==> src/rtl/seven_seg_pkg.sv <==
// Shared types and constants for the BCD display formatter and the
// eight-digit seven-segment display stage it feeds.
package seven_seg_pkg;

    localparam int NUM_DIGITS  = 8;
    localparam int BCD_WIDTH   = 32;
    localparam int GUARD_WIDTH = 4;

    typedef logic [4:0] hex_digit_t;

    typedef enum logic [1:0] {
        S_IDLE   = 2'd0,
        S_SHIFT  = 2'd1,
        S_FORMAT = 2'd2
    } fmt_state_t;

    localparam hex_digit_t DIGIT_BLANK = 5'h00;
    localparam hex_digit_t DIGIT_OVF   = 5'h1F;

    function automatic hex_digit_t make_digit(input logic en, input logic [3:0] nibble);
        return {en, nibble};
    endfunction

endpackage

==> src/rtl/bcd_add3_nibble.sv <==
// Double-dabble correction step for one BCD digit: add 3 when the digit is 5 or more,
// so the following left shift carries correctly into the next decimal digit.
module bcd_add3_nibble (
    input  logic [3:0] nibble,
    output logic [3:0] adjusted
);

    // Conditional +3 correction
    always_comb begin
        if (nibble >= 4'd5) begin
            adjusted = nibble + 4'd3;
        end else begin
            adjusted = nibble;
        end
    end

endmodule

==> src/rtl/bcd_display_formatter.sv <==
// Sequential binary-to-BCD converter (one bit per cycle) with leading-zero blanking
// and overflow marking; drives {enable, nibble} per digit to the display stage.
module bcd_display_formatter
    import seven_seg_pkg::*;
#(
    parameter int BIN_WIDTH     = 27,
    parameter bit BLANK_LEADING = 1'b1
) (
    input  logic                           Clock,
    input  logic                           Reset,
    input  logic                           Start,
    input  logic [BIN_WIDTH-1:0]           Value,
    output logic                           Busy,
    output logic                           Done,
    output logic                           Overflow,
    output logic [NUM_DIGITS-1:0][4:0]     hex_values
);

    localparam int CNT_W    = $clog2(BIN_WIDTH);
    localparam int BCD_FULL = BCD_WIDTH + GUARD_WIDTH;

    if (BIN_WIDTH < 4 || BIN_WIDTH > 27) begin : g_bad_width
        $error("bcd_display_formatter: BIN_WIDTH must be within 4..27");
    end

    fmt_state_t                      state_r;
    logic [BIN_WIDTH-1:0]            shift_r;
    logic [BCD_FULL-1:0]             bcd_r;
    logic [CNT_W-1:0]                count_r;
    logic [BCD_FULL-1:0]             bcd_adj_s;
    logic                            ovf_s;
    hex_digit_t [NUM_DIGITS-1:0]     fmt_digits_s;

    // The guard nibble never exceeds 1 for a 27-bit input, so it needs no correction.
    for (genvar g = 0; g < NUM_DIGITS; g++) begin : g_add3
        bcd_add3_nibble u_add3 (
            .nibble   (bcd_r[4*g +: 4]),
            .adjusted (bcd_adj_s[4*g +: 4])
        );
    end
    assign bcd_adj_s[BCD_FULL-1:BCD_WIDTH] = bcd_r[BCD_FULL-1:BCD_WIDTH];

    // Digit enables from the finished BCD value; overflow replaces every digit
    always_comb begin
        logic seen;
        logic en;
        seen         = 1'b0;
        en           = 1'b0;
        ovf_s        = (bcd_r[BCD_FULL-1:BCD_WIDTH] != 4'h0);
        fmt_digits_s = {NUM_DIGITS{DIGIT_BLANK}};
        for (int i = NUM_DIGITS - 1; i >= 0; i--) begin
            seen = seen | (bcd_r[4*i +: 4] != 4'h0) | (i == 0);
            if (BLANK_LEADING) begin
                en = seen;
            end else begin
                en = 1'b1;
            end
            if (ovf_s) begin
                fmt_digits_s[i] = DIGIT_OVF;
            end else begin
                fmt_digits_s[i] = make_digit(en, bcd_r[4*i +: 4]);
            end
        end
    end

    // Control FSM, shift datapath and registered display outputs
    always_ff @(posedge Clock) begin
        if (Reset) begin
            state_r    <= S_IDLE;
            shift_r    <= {BIN_WIDTH{1'b0}};
            bcd_r      <= {BCD_FULL{1'b0}};
            count_r    <= {CNT_W{1'b0}};
            Busy       <= 1'b0;
            Done       <= 1'b0;
            Overflow   <= 1'b0;
            hex_values <= {NUM_DIGITS{DIGIT_BLANK}};
        end else begin
            Done <= 1'b0;
            case (state_r)
                S_IDLE: begin
                    if (Start) begin
                        shift_r <= Value;
                        bcd_r   <= {BCD_FULL{1'b0}};
                        count_r <= CNT_W'(BIN_WIDTH - 1);
                        Busy    <= 1'b1;
                        state_r <= S_SHIFT;
                    end else begin
                        state_r <= S_IDLE;
                    end
                end
                S_SHIFT: begin
                    bcd_r   <= {bcd_adj_s[BCD_FULL-2:0], shift_r[BIN_WIDTH-1]};
                    shift_r <= {shift_r[BIN_WIDTH-2:0], 1'b0};
                    if (count_r == {CNT_W{1'b0}}) begin
                        state_r <= S_FORMAT;
                    end else begin
                        count_r <= count_r - CNT_W'(1);
                    end
                end
                S_FORMAT: begin
                    hex_values <= fmt_digits_s;
                    Overflow   <= ovf_s;
                    Done       <= 1'b1;
                    Busy       <= 1'b0;
                    state_r    <= S_IDLE;
                end
                default: begin
                    state_r <= S_IDLE;
                    Busy    <= 1'b0;
                end
            endcase
        end
    end

endmodule

==> config.mk <==
export PLATFORM = sky130hd
export DESIGN_NAME = bcd_display_formatter
export DESIGN_NICKNAME = d
export VERILOG_FILES = /design/src/rtl/seven_seg_pkg.sv /design/src/rtl/bcd_add3_nibble.sv /design/src/rtl/bcd_display_formatter.sv
export SDC_FILE = /design/constraint.sdc
export NUM_CORES = 1
export LEC_CHECK = 0
export ABC_AREA = 1
export CORE_UTILIZATION = 35
export CTS_CLUSTER_DIAMETER = 120
export DETAILED_ROUTE_END_ITERATION = 7
export GPL_TIMING_DRIVEN = 1
export PLACE_DENSITY = 0.63
export SLEW_MARGIN = 20
export SYNTH_ARGS = -nofsm -noshare
export SYNTH_HDL_FRONTEND = slang
export SYNTH_SLANG_ARGS = --single-unit
export TNS_END_PERCENT = 50
==> constraint.sdc <==
create_clock -name Clock -period 3.2 [get_ports Clock]
set_input_delay 0.64 -clock Clock [delete_from_list [all_inputs] [get_ports Clock]]
set_output_delay 0.64 -clock Clock [all_outputs]
set_load 0.01 [all_outputs]
==> impl_results.md <==
- Synth Area in Simple Gates: between 10% and 20%
- RePlAce Congestion: 0.829
- DR iter-0 viols: roughly 260
- CTS sink cnt: approximately 110
- Setup violators final: 0
- CTS tree: yes
- Via total after detailed routing: 4618
- Area Growth Syn to Fin: 26.4%
- Max IR drop VDD: roughly 0.00035 V
- Fmax achieved: 0.503 GHz
- CP Max Fanout: 2
- Mux cell area share after synthesis: 0%
- RSZ-0062 raised after global routing: no
- Slew headroom: between 40% and 50%
- Status: completed
- Clk_skew: around 0.009 ns
- Syn Nets: 714
- Tcrit/Tclk final: between 60% and 70%
- Initial Util: between 30% and 40%
- I/O pin total: between 70 and 80
- CP Cell Sequence: clkdlybuf4s50_1
- GRT overflow: 0
- Clock buffer depth: 2
- CP endpoint kind: output port
- Post-synthesis compound-gate area fraction: between 20% and 30%
- Die area: roughly 15000 µm²
- WS Path Type: flop to output port
- Share of layout cells above drive strength 1: 6.00%
- Final net count: 774
- # hold bufs at CTS: 0
- Initial antenna violation count: 0
- Leakage power: roughly 2.5 nW
- Die W: about 120 µm
- Synthesized area: around 5100 µm²
- Top-area cell type share of the netlist area: ~44%
- Worst skew pair latency: around 0.42 ns
- Num CTS Buffers: 17
- Global-route wire length before repair: roughly 21000 µm
- Core Rows: between 40 and 50
- Clock Pin Slew Worst Setup and Hold Paths: around 0.050 ns
- Postcts setup bufs: 0
- Average footprint of a synthesized cell: approximately 7.7 µm²
- GRT Total Usage: roughly 18%
- Area contributors post-synth: dfxtp_1 (44%), a21oi_1 (12%), nand2_1 (8.5%)
- Die Y: 123 µm
- Worst EP arrival: 1.35 ns
- # resized after CTS: 0
- Data required, critical path: between 2 and 3 ns
- CP Buf/Inv Count: 1
- Avg Vias per Cell: between 5 and 6
- Largest area contributor in the netlist: dfxtp_1
- CTS root buf: clkbuf_16
- Maximum number of pins on one net before global-route repair: between 70 and 80
- DRC Markers: 0
- Mapped Cells: 660
- Slowest Stage Delay on Critical Path: between 0.5 and 0.6 ns
- Worst-margin pin slew: 0.854 ns
- Final Non-Filler Cells: just over 900
- Pwr Density: between 500 and 600 nW/µm²
- Max-cap violations: 0
- Total Power: roughly 0.0037 W
- Area of the core: 14000 µm²
- Synth Warn #: 0
- Placed Cells: 881
- Post-synthesis sequential area ratio: about 44%
- Fin. max-slew vios: 0
- Wire per inst: approximately 14 µm
- XOR/XNOR share of the synthesized area: 0.343%
- Synth cell types: 32
- Fill cells: approximately 1400
- Vias in the first global route: roughly 4500
- Antenna Cells: 0
- Critical path's top delay family: buffers and inverters
- Detailed Routing Iterations Pass 1: 4
- Adder-cell share of the synthesized area: about 5.9%
- ANT nets after route: 0
- Min Tclk post-route: just under 2 ns
- Post-Route WL: around 12000 µm
- Synth Register Bits: about 110
- DP Wirelength: about 8000 µm
- Hold crit path type: flop to flop
- Main combinational cell family by area after synthesis: compound AO/OA/AOI/OAI gates
- CTS HTree Levels: 4
- Startpoint Class: flop
- Port Buf Inserts: 72
- Final hold violation count: 0
- CP max stage cell: clkdlybuf4s50_1
- Setup tns final: 0 ns
## worst paths after layout
check	start	end	slack [ns]	depth (start not counted)
setup / recovery	hex_values[39]	hex_values[39]	1.21	1
hold / removal	shift_r[7]	shift_r[7]	0.44	2
setup reg to reg	bcd_r[32]	hex_values[22]	1.28	7
hold reg to reg	shift_r[7]	shift_r[7]	0.44	2
## report_power, final
part           internal (W)  switching [W]  total (W)
Clock               0.00116       0.000618    0.00178
Sequential          0.00149      0.0000447    0.00154
Combinational      0.000161       0.000239   0.000399
## cells in the final DEF (no fill, tap or decap), types with 2 or more instances in the layout
cell type / instances
inv_2: 4
o2111ai_1: 4
clkbuf_16: 17
nand2_1: 116
nor2_1: 28
inv_1: 78
ha_1: 24
nor2_8: 2
o21ai_0: 55
o32ai_1: 2
clkdlybuf4s50_1: 71
buf_4: 6
nor3_1: 3
clkinv_2: 4
dfxtp_1: 113
nand4_1: 7
o221ai_1: 26
or2_2: 2
nand3_1: 24
clkbuf_1: 5
o21ai_1: 5
a21oi_1: 118
clkbuf_8: 5
a31oi_1: 3
## sequential cells by signal (all words and copies together) (netlist names)
name and count:
hex_values 40, bcd_r 36, shift_r 27, count_r 5
state_r 2, Busy 1, Done 1, Overflow 1
## cell usage after synthesis, drive strengths merged
| cell | instances |
|---|---|
| a32o | 1 |
| xor2 | 1 |
| a211oi | 1 |
| nor3 | 3 |
| nor2 | 31 |
| a31oi | 3 |
| o21ai | 60 |
| ha | 24 |
| a22oi | 1 |
| dfxtp | 113 |
| inv | 82 |
| nand2 | 116 |
| o2111ai | 4 |
| or2 | 2 |
| nand3b | 1 |
| and3 | 1 |
| clkbuf | 11 |
| o221ai | 26 |
| buf | 26 |
| nand3 | 25 |
| a21oi | 118 |
| o32ai | 2 |
| xnor2 | 1 |
| nand4 | 7 |
## per-layer routing
layer | up-vias | wire length [µm] | share of wire, % | track usage [%]
met3 | 14 | 509 | 4.1 | 3.90
met4 | 0 | 216 | 1.7 | 8.61
met2 | 94 | 6040 | 49 | 29.8
li1 | 2356 | - | - | -
met1 | 2154 | 5570 | 45 | 21.4
met5 | - | 0 | 0 | 0
## through the flow
stage / setup slack (ns) / hold slack, ns / utilization [%] / area (µm²)
finish: 1.21 / 0.445 / 46.0 / 6460
global route: 1.10 / 0.463 / 46.0 / 6460
CTS: 1.21 / 0.445 / 46.0 / 6460
detailed placement: 0.949 / 0.435 / 42.0 / 5900
global placement: 0.957 / 0.433 / 42.0 / 5900
floorplan: 1.75 / 0.424 / - / 5110
## cell type report
cell class	count	area, µm²	area share [%]
Timing Repair Buffer	78	761	11.8
Inverter	82	308	4.77
Multi-Input combinational cell	428	2340	36.2
Tap cell	180	225	3.49
Clock inverter	5	50.0	0.775
Clock buffer	27	513	7.94
Sequential cell	113	2260	35.0
## logic make-up after synthesis
group,Yosys count
compound gates,216
simple gates,186
buf+inv,119
flops,113
fa+ha+maj,24
xor+xnor,2
(Power assumes the default switching activity.)
